`config.mk`:
```
export PLATFORM = sky130hd
export DESIGN_NAME = exec_alu_pipe_flat
export DESIGN_NICKNAME = d
export VERILOG_FILES = /design/src/rtl/exec_alu_pipe_if.sv /design/src/rtl/exec_alu_pipe.sv /design/src/flat_wrapper.sv
export SDC_FILE = /design/constraint.sdc
export NUM_CORES = 1
export LEC_CHECK = 0
export ABC_AREA = 1
export BUFFER_PORTS_ARGS = -buffer_cell sky130_fd_sc_hd__buf_2
export CAP_MARGIN = 0
export CORE_MARGIN = 5
export CORE_UTILIZATION = 58
export DETAILED_ROUTE_END_ITERATION = 16
export GPL_ROUTABILITY_DRIVEN = 0
export MAX_ROUTING_LAYER = met4
export PLACE_DENSITY = 0.9
export REMOVE_ABC_BUFFERS = 1
export SLEW_MARGIN = 10
export SYNTH_ARGS = -nofsm -noshare
export SYNTH_HDL_FRONTEND = slang
export SYNTH_SLANG_ARGS = --single-unit
```
`constraint.sdc`:
```
create_clock -name clock -period 1.5 [get_ports clock]
set_input_delay 0.3 -clock clock [delete_from_list [all_inputs] [get_ports clock]]
set_output_delay 0.3 -clock clock [all_outputs]
set_load 0.03 [all_outputs]
```
`src/rtl/exec_alu_pipe_if.sv`:
```
`default_nettype none
// +--------------------------------------------------------------------+
// | exec_alu_pipe_if : operand/result bundle for exec_alu_pipe          |
// | Revision: 1.0                                                       |
// +--------------------------------------------------------------------+
interface exec_alu_pipe_if #(
  parameter int DATA_W  = 16,
  parameter int NUM_BYP = 2,
  parameter int SEL_W   = $clog2(NUM_BYP + 1)
);
  logic                      enable_execute;
  logic                      op_valid;
  logic [2:0]                op_code;
  logic                      use_imm;
  logic [DATA_W-1:0]         src_a;
  logic [DATA_W-1:0]         src_b;
  logic [DATA_W-1:0]         imm;
  logic [DATA_W-1:0]         offset;
  logic [DATA_W-1:0]         npc;
  logic                      base_pc;
  logic [SEL_W-1:0]          byp_sel_a;
  logic [SEL_W-1:0]          byp_sel_b;
  logic [NUM_BYP*DATA_W-1:0] byp_vals;
  logic [DATA_W-1:0]         aluout;
  logic                      res_valid;
  logic                      busy;
  logic [2:0]                nzp;
  logic                      carry;
  logic                      illegal;

  modport master (
    output enable_execute, op_valid, op_code, use_imm, src_a, src_b, imm,
           offset, npc, base_pc, byp_sel_a, byp_sel_b, byp_vals,
    input  aluout, res_valid, busy, nzp, carry, illegal
  );

  modport slave (
    input  enable_execute, op_valid, op_code, use_imm, src_a, src_b, imm,
           offset, npc, base_pc, byp_sel_a, byp_sel_b, byp_vals,
    output aluout, res_valid, busy, nzp, carry, illegal
  );
endinterface
`default_nettype wire

```
`src/rtl/exec_alu_pipe.sv`:
```
`default_nettype none
// +--------------------------------------------------------------------+
// | exec_alu_pipe : parametrised execute/ALU stage with bypass muxes,   |
// | registered NZP and optional iterative multiply (EXEC_ALU_MUL_EN).   |
// | Revision: 1.0                                                       |
// +--------------------------------------------------------------------+
module exec_alu_pipe #(
  parameter int DATA_W  = 16,
  parameter int NUM_BYP = 2,
  parameter int SEL_W   = $clog2(NUM_BYP + 1)
) (
  input wire             clock,
  input wire             reset,
  exec_alu_pipe_if.slave bus
);
  localparam logic [2:0] OP_ADD  = 3'd0;
  localparam logic [2:0] OP_AND  = 3'd1;
  localparam logic [2:0] OP_NOT  = 3'd2;
  localparam logic [2:0] OP_XNOR = 3'd3;
  localparam logic [2:0] OP_ADDR = 3'd4;

  function automatic logic [2:0] nzp_of(input logic [DATA_W-1:0] v);
    if (v[DATA_W-1])  return 3'b100;
    else if (v == '0) return 3'b010;
    else              return 3'b001;
  endfunction

  logic [DATA_W-1:0] op_a, op_b, op_b_fwd;
  logic [DATA_W:0]   sum_ext, addr_ext;
  logic [DATA_W-1:0] addr_base, alu_res;
  logic              alu_carry, alu_illegal;

  logic [DATA_W-1:0] aluout_q, aluout_d;
  logic              res_valid_q, res_valid_d;
  logic              carry_q, carry_d;
  logic              illegal_q, illegal_d;
  logic [2:0]        nzp_q, nzp_d;

  logic              wr_en, wr_carry, wr_illegal;
  logic [DATA_W-1:0] wr_val;

  // Out-of-range selects fall through to the register-file value.
  always_comb begin
    op_a     = bus.src_a;
    op_b_fwd = bus.src_b;
    for (int k = 1; k <= NUM_BYP; k++) begin
      if (bus.byp_sel_a == SEL_W'(k)) op_a     = bus.byp_vals[(k-1)*DATA_W +: DATA_W];
      if (bus.byp_sel_b == SEL_W'(k)) op_b_fwd = bus.byp_vals[(k-1)*DATA_W +: DATA_W];
    end
    op_b = bus.use_imm ? bus.imm : op_b_fwd;
  end

  always_comb begin
    sum_ext     = {1'b0, op_a} + {1'b0, op_b};
    addr_base   = bus.base_pc ? (bus.npc - DATA_W'(1)) : op_a;
    addr_ext    = {1'b0, addr_base} + {1'b0, bus.offset};
    alu_res     = '0;
    alu_carry   = 1'b0;
    alu_illegal = 1'b0;
    case (bus.op_code)
      OP_ADD:  {alu_carry, alu_res} = sum_ext;
      OP_AND:  alu_res = op_a & op_b;
      OP_NOT:  alu_res = ~op_a;
      OP_XNOR: alu_res = ~(op_a ^ op_b);
      OP_ADDR: {alu_carry, alu_res} = addr_ext;
      default: alu_illegal = 1'b1;
    endcase
  end

`ifdef EXEC_ALU_MUL_EN
  localparam int         CNT_W  = $clog2(DATA_W + 1);
  localparam logic [2:0] OP_MUL = 3'd5;

  typedef enum logic [0:0] {ST_IDLE = 1'b0, ST_MUL = 1'b1} state_t;

  state_t            state_q, state_d;
  logic [DATA_W-1:0] mcand_q, mcand_d, mplier_q, mplier_d, acc_q, acc_d, partial;
  logic [CNT_W-1:0]  count_q, count_d;

  always_ff @(posedge clock or negedge reset) begin
    if (!reset) begin
      state_q  <= ST_IDLE;
      mcand_q  <= '0;
      mplier_q <= '0;
      acc_q    <= '0;
      count_q  <= '0;
    end else begin
      state_q  <= state_d;
      mcand_q  <= mcand_d;
      mplier_q <= mplier_d;
      acc_q    <= acc_d;
      count_q  <= count_d;
    end
  end

  assign bus.busy = (state_q == ST_MUL);
`else
  assign bus.busy = 1'b0;
`endif

  always_comb begin
    wr_en      = 1'b0;
    wr_val     = alu_res;
    wr_carry   = alu_carry;
    wr_illegal = alu_illegal;
`ifdef EXEC_ALU_MUL_EN
    state_d  = state_q;
    mcand_d  = mcand_q;
    mplier_d = mplier_q;
    acc_d    = acc_q;
    count_d  = count_q;
    partial  = acc_q + (mplier_q[0] ? mcand_q : '0);
`endif
    if (bus.enable_execute) begin
`ifdef EXEC_ALU_MUL_EN
      if (state_q == ST_MUL) begin
        // Only the low half is kept, so the multiplicand may shift off the top.
        acc_d    = partial;
        mcand_d  = mcand_q << 1;
        mplier_d = mplier_q >> 1;
        count_d  = count_q - CNT_W'(1);
        if (count_q == CNT_W'(1)) begin
          state_d    = ST_IDLE;
          wr_en      = 1'b1;
          wr_val     = partial;
          wr_carry   = 1'b0;
          wr_illegal = 1'b0;
        end
      end else if (bus.op_valid && (bus.op_code == OP_MUL)) begin
        state_d  = ST_MUL;
        mcand_d  = op_a;
        mplier_d = op_b;
        acc_d    = '0;
        count_d  = CNT_W'(DATA_W);
      end else begin
        wr_en = bus.op_valid;
      end
`else
      wr_en = bus.op_valid;
`endif
    end
    aluout_d    = wr_en ? wr_val : aluout_q;
    carry_d     = wr_en ? wr_carry : carry_q;
    nzp_d       = wr_en ? nzp_of(wr_val) : nzp_q;
    illegal_d   = wr_en & wr_illegal;
    res_valid_d = wr_en;
  end

  always_ff @(posedge clock or negedge reset) begin
    if (!reset) begin
      aluout_q    <= '0;
      res_valid_q <= 1'b0;
      carry_q     <= 1'b0;
      illegal_q   <= 1'b0;
      nzp_q       <= 3'b010;
    end else begin
      aluout_q    <= aluout_d;
      res_valid_q <= res_valid_d;
      carry_q     <= carry_d;
      illegal_q   <= illegal_d;
      nzp_q       <= nzp_d;
    end
  end

  assign bus.aluout    = aluout_q;
  assign bus.res_valid = res_valid_q;
  assign bus.carry     = carry_q;
  assign bus.illegal   = illegal_q;
  assign bus.nzp       = nzp_q;
endmodule
`default_nettype wire

```
`src/flat_wrapper.sv`:
```
// flat-port wrapper written by rule: the top's interface ports become plain ports
module exec_alu_pipe_flat 
#(
  parameter int DATA_W  = 16,
  parameter int NUM_BYP = 2,
  parameter int SEL_W   = $clog2(NUM_BYP + 1)
)
  (clock, reset, bus_enable_execute, bus_op_valid, bus_op_code, bus_use_imm, bus_src_a, bus_src_b, bus_imm, bus_offset, bus_npc, bus_base_pc, bus_byp_sel_a, bus_byp_sel_b, bus_byp_vals, bus_aluout, bus_res_valid, bus_busy, bus_nzp, bus_carry, bus_illegal);
  exec_alu_pipe_if #(.DATA_W(DATA_W), .NUM_BYP(NUM_BYP), .SEL_W(SEL_W)) bus_i ();
  input wire clock;
  input wire reset;
  input wire logic [$bits(bus_i.enable_execute)-1:0] bus_enable_execute;
  input wire logic [$bits(bus_i.op_valid)-1:0] bus_op_valid;
  input wire logic [$bits(bus_i.op_code)-1:0] bus_op_code;
  input wire logic [$bits(bus_i.use_imm)-1:0] bus_use_imm;
  input wire logic [$bits(bus_i.src_a)-1:0] bus_src_a;
  input wire logic [$bits(bus_i.src_b)-1:0] bus_src_b;
  input wire logic [$bits(bus_i.imm)-1:0] bus_imm;
  input wire logic [$bits(bus_i.offset)-1:0] bus_offset;
  input wire logic [$bits(bus_i.npc)-1:0] bus_npc;
  input wire logic [$bits(bus_i.base_pc)-1:0] bus_base_pc;
  input wire logic [$bits(bus_i.byp_sel_a)-1:0] bus_byp_sel_a;
  input wire logic [$bits(bus_i.byp_sel_b)-1:0] bus_byp_sel_b;
  input wire logic [$bits(bus_i.byp_vals)-1:0] bus_byp_vals;
  output wire logic [$bits(bus_i.aluout)-1:0] bus_aluout;
  output wire logic [$bits(bus_i.res_valid)-1:0] bus_res_valid;
  output wire logic [$bits(bus_i.busy)-1:0] bus_busy;
  output wire logic [$bits(bus_i.nzp)-1:0] bus_nzp;
  output wire logic [$bits(bus_i.carry)-1:0] bus_carry;
  output wire logic [$bits(bus_i.illegal)-1:0] bus_illegal;
  assign bus_i.enable_execute = bus_enable_execute;
  assign bus_i.op_valid = bus_op_valid;
  assign bus_i.op_code = bus_op_code;
  assign bus_i.use_imm = bus_use_imm;
  assign bus_i.src_a = bus_src_a;
  assign bus_i.src_b = bus_src_b;
  assign bus_i.imm = bus_imm;
  assign bus_i.offset = bus_offset;
  assign bus_i.npc = bus_npc;
  assign bus_i.base_pc = bus_base_pc;
  assign bus_i.byp_sel_a = bus_byp_sel_a;
  assign bus_i.byp_sel_b = bus_byp_sel_b;
  assign bus_i.byp_vals = bus_byp_vals;
  assign bus_aluout = bus_i.aluout;
  assign bus_res_valid = bus_i.res_valid;
  assign bus_busy = bus_i.busy;
  assign bus_nzp = bus_i.nzp;
  assign bus_carry = bus_i.carry;
  assign bus_illegal = bus_i.illegal;
  exec_alu_pipe #(.DATA_W(DATA_W), .NUM_BYP(NUM_BYP), .SEL_W(SEL_W)) u_core (.clock(clock), .reset(reset), .bus(bus_i));
endmodule
```
==> results of run 1 <==
-- kinds of logic after synthesis --
logic type,share of synthesized area
flops,0.1086
other cells,0.0007733
buf+inv,0.1365
xor+xnor,0.01987
simple gates,0.4448
fa+ha+maj,0.1037
compound gates,0.1858
-- timing repair --
action                                 4_1_cts
cloned                                       1
endpoints found under the hold margin       20
pin swaps                                   35
setup endpoints to repair                   19
gates resized for setup                    134
hold buffers                                 1
buffers inserted                            13
-- cell usage after synthesis, types with 5 or more instances --
cell | instances | area, um2
nand2_1 | 294 | 1104
nor2_1 | 102 | 382.9
clkbuf_1 | 11 | 41.29
nand3_2 | 6 | 60.06
ha_1 | 37 | 462.9
inv_1 | 130 | 488.0
a21oi_4 | 5 | 81.33
or2_2 | 6 | 37.54
dfrtp_1 | 20 | 500.5
o22ai_1 | 8 | 50.05
nand3_1 | 57 | 285.3
a211oi_1 | 16 | 120.1
nand3b_1 | 11 | 82.58
xor2_1 | 8 | 70.07
o21ai_0 | 65 | 325.3
nor3_1 | 7 | 35.03
a21oi_1 | 28 | 140.1
-- per-stage QoR --
step | std cells | area, um2 | setup WS (ns) | util | TNS, ns
2_1_floorplan | 855 | 4697 | -1.851 | - | -26.36
3_3_place_gp | 1241 | 6585 | -1.709 | 0.8055 | -25.52
3_5_place_dp | 1241 | 6585 | -1.872 | 0.8055 | -27.54
4_1_cts | 1259 | 7164 | -1.430 | 0.8763 | -19.05
==> reports/metrics.csv, run 1 <==
metric,value,unit
run_status,stopped before the end,
outcome.stop_stage,global routing,
tool.error,"[ERROR DPL-0038] Utilization greater than 100%, impossible to legalize",
die_x,101.4,um
synthesis.area_per_instance,5.511,um2
yosysSeqAreaShare,0.1086,
synth_flop_cell,dfrtp_1,
cts_num_sinks,21,
clk_root_buffer_cell,clkbuf_8,
numCtsBuffers,3,
number_of_enable_type_register_cells_in_the_synthesized_netlist,0,
io_buffers,146,
seq_cells_post_synth,21,
synth_warnings,0,
std_cell_rows,33,
initial_utilization,0.5932,
post_synthesis_cell_type_count,50,
postGrtWorstEndpoint,u_core.bus.nzp[0]$_DFFE_PN0P_/D,
chipHeight,101.4,um
syn-instance-count,880,
type_of_pin_the_worst_path_ends_at,register input,
htree_levels,1,
place.detailed.hpwl,14820,um
async_reset_ff_frac,1.000,
num_io_pins,148,
ctsLongestPathBuffers,2,
post_synth_instance_area,4850,um2
grt_max_degree,22,
==> inputs of run 2 (changes only) <==
CORE_UTILIZATION = 40   (was 58)
MAX_ROUTING_LAYER = unset   (was met4)
PLACE_DENSITY = unset   (was 0.9)
PLACE_DENSITY_LB_ADDON = 0.15   (was unset)
==> run 2 against run 1 <==
Against the previous run:
- the flow now finishes, with violations (negative hold slack, negative setup slack)
- synthesized cell count did not move
- area after synthesis unchanged
==> reports/metrics.csv, run 2 <==
metric,value,unit,change
run_status,"complete, but fails checks",,
failed_checks,"negative hold slack, negative setup slack",,
holdCritPathClass,primary input to asynchronous set/reset pin,,
critPathCaptureType,flop,,
filler_cell_count,1022,,
area_delta_synth_final,68.91,%,
path_class,primary input to flop,,
ff_latch_area,526.8,um2,
routed.top_layer,met4,,
std_cell_rows,40,,+21%
numCtsBuffers,3,,unchanged
post_synth_most_frequent_cells,"nand2_1 (294), inv_1 (130), nor2_1 (102)",,
met2WireLength,8831,um,
n_antenna_cell,0,,
post_route_cells_drive_above_1_share,0.4826,,
synth_warnings,0,,unchanged
synthesis.area_per_instance,5.511,um2,unchanged
hold-worst-slack,-0.009592,ns,
detailroute.wirelength.met3,1221,um,
number_of_global_route_vias_before_repair,6324,,
antenna_found_initial,0,,
startpoint_type,primary input,,
async_reset_ff_frac,1.000,,unchanged
most-common-layout-cells,"nand2_1 (223), buf_4 (150), buf_2 (139)",,
ctsLongestPathBuffers,2,,unchanged
clk-insertion-delay-late,0.25,ns,
postRouteAntennaNets,0,,
switching_share,0.4693,,
switchingPower,2452,uW,
dr.first_iter.drc_count,326,,
detail_route.wirelength.met1,8330,um,
final.min_clock_period,3.064,ns,
worst_ir_drop_vdd,0.4036,mV,
coreArea,11960,um2,
drt_drc_violations_left,0,,
design_area,8192,um2,
fin_skew,0,ns,
htree_levels,1,,unchanged
maxCapViolations,0,,
largest_reg_flops,15,,
via_count,6692,,
setup_viol_count_final,19,,
multi_input_area,4624,um2,
syn-instance-count,880,,unchanged
clk_root_buffer_cell,clkbuf_16,,
drt_wl_total,19090,um,
cell_area_after_placement,6660,um2,+1.1%
number_of_enable_type_register_cells_in_the_synthesized_netlist,0,,unchanged
design.final.nets,1344,,
timing_max_transition_violations_final,0,,
cts_hold_buffers,0,,-1
cts_num_sinks,21,,unchanged
post_drt_wl_per_cell,14.40,um,
synth_area_leader_cell,nand2_1,,
grt_use_total,0.2426,,
num_io_pins,148,,unchanged
clkSlewWorstSetupHoldPaths,0.05,ns,
finalWorstSetupSlack,-1.564,ns,
max_clock_freq,326.4,MHz,
io_buffers,146,,unchanged
grt_max_degree,22,,
yosysSeqAreaShare,0.1086,,unchanged
grt_setup_unrepaired,true,,
post_synth_instance_area,4850,um2,unchanged
share_clk_of_total_power,0.105,,
chipHeight,120.1,um,+18%
seq_power_share,0.135,,
post-route-period-util,2.043,,
fin_setup_tns,-20.41,ns,
synth_most_common_cell,nand2_1,,
tritoncts_clock_tree,done,,
seq_cells_post_synth,21,,unchanged
routed_via_density,5.047,,
final_hold_viol_count,20,,
intPower,2774,uW,
die_area,14430,um2,
synth_flop_cell,dfrtp_1,,
globalRoute.totalOverflow,0,,
worst_ep_required_time,1.64,ns,
place.detailed.hpwl,15040,um,+1.5%
detailedRoute.firstPassIterationCount,5,,
initial_utilization,0.4054,,-0.1878
cp_max_fo,4,,
most_common_cell_after_layout_fill_and_taps_aside,nand2_1,,
share_comb_of_total_power,0.760,,
synth_area_leaders,"nand2_1 (23%), dfrtp_1 (10%), inv_1 (10%)",,
die_x,120.1,um,+18%
post_synthesis_cell_type_count,50,,unchanged
synth_largest_type_area_fraction,0.2276,,unchanged
p_leak,0.004384,uW,
power.density_cell_area,638.0,nW/um2,
first_pass_grt_wire_length,29200,um,
timing.critical_path.arrival,3.21,ns,
-- run 2: cell counts after synthesis --
No cell type changed its count.
-- run 2: final timing paths --
path | start | end | slack (ns) | depth (start not counted)
hold reg to reg | u_core.bus.aluout[6] | u_core.bus.aluout[6] | 0.46 | 2
min in group clock | u_core.bus.aluout[6] | u_core.bus.aluout[6] | 0.46 | 2
setup / recovery | bus_npc[2] | u_core.bus.nzp[0] | -1.56 | 27
setup reg to reg | u_core.bus.nzp[1] | u_core.bus.nzp[1] | 0.78 | 2
hold / removal | reset | u_core.bus.aluout[0] | -0.01 | 1
max in group asynchronous | reset | u_core.bus.nzp[1] | 1.17 | 1
-- run 2: critical path, cell delays in order --
cell and delay, ns:
buf_8 0.10, nor2_4 0.09, inv_2 0.05, nor3_2 0.16, nand2_1 0.10, nor2_1 0.14
nand2_2 0.10, nor2_4 0.12, nand3b_1 0.12, nor2_2 0.12, xor2_1 0.15, o21ai_1 0.09
ha_1 0.36, nand2_2 0.13, nor2_4 0.14, and2_4 0.15, nand2_2 0.05, nand2_1 0.06
nand2_1 0.05, nand3_1 0.09, nand2_1 0.07, nor2_2 0.14, nand2_2 0.07, nor2_4 0.10
nand3_2 0.06, nand2_1 0.07, nand2_1 0.04
-- run 2: timing repair --
item | 4_1_cts | 5_1_grt
buffers inserted | 28 | 21
resized for setup | 146 | 195
endpoints found under the setup margin | 19 | 19
pin swaps | 75 | 113
-- run 2: cell families after synthesis --
| group | after synthesis | synth area share |
|---|---|---|
| other cells | 1 | 0.0007733 |
| flops | 21 | 0.1086 |
| buf+inv | 160 | 0.1365 |
| fa+ha+maj | 39 | 0.1037 |
| simple gates | 503 | 0.4448 |
| compound gates | 145 | 0.1858 |
| xor+xnor | 11 | 0.01987 |
-- run 2: final cells by class --
class	count	area share
Tap cell	147	0.02245
Inverter	135	0.06461
Clock inverter	1	0.0006110
Sequential cell	21	0.06430
Timing Repair Buffer	320	0.2743
Multi-Input combinational cell	699	0.5645
Clock buffer	3	0.009164
-- run 2: through the flow --
| stage | hold WS (ns) | worst slack [ns] | total power, uW | cells | utilization |
|---|---|---|---|---|---|
| after floorplan | 0.004409 | -1.851 | 2425 | 855 | - |
| after global placement | 0.2665 | -1.723 | 3656 | 1286 | 0.5568 |
| after detailed placement | 0.2707 | -1.853 | 3681 | 1286 | 0.5568 |
| after CTS | 0.004016 | -1.453 | 4642 | 1313 | 0.6183 |
| after global routing | 0.02891 | -1.860 | 5617 | 1326 | 0.6848 |
| final | -0.009592 | -1.564 | 5226 | 1326 | 0.6848 |
-- run 2: power groups by stage --
stage / Combinational, uW / Clock [uW] / Sequential [uW]
6_report: 3970 / 549 / 703
5_1_grt: 4320 / 586 / 716
4_1_cts: 3380 / 558 / 704
3_5_place_dp: 2970 / 0 / 712
3_3_place_gp: 2950 / 0 / 707
2_1_floorplan: 1520 / 0 / 904
-- run 2: metal layers --
layer | track usage | vias up
met1 | 0.3309 | 2982
met3 | 0.01555 | 45
met4 | 0.08733 | 0
li1 | - | 3409
met5 | 0 | -
met2 | 0.4029 | 256
Power figures use the tool's default switching activity.
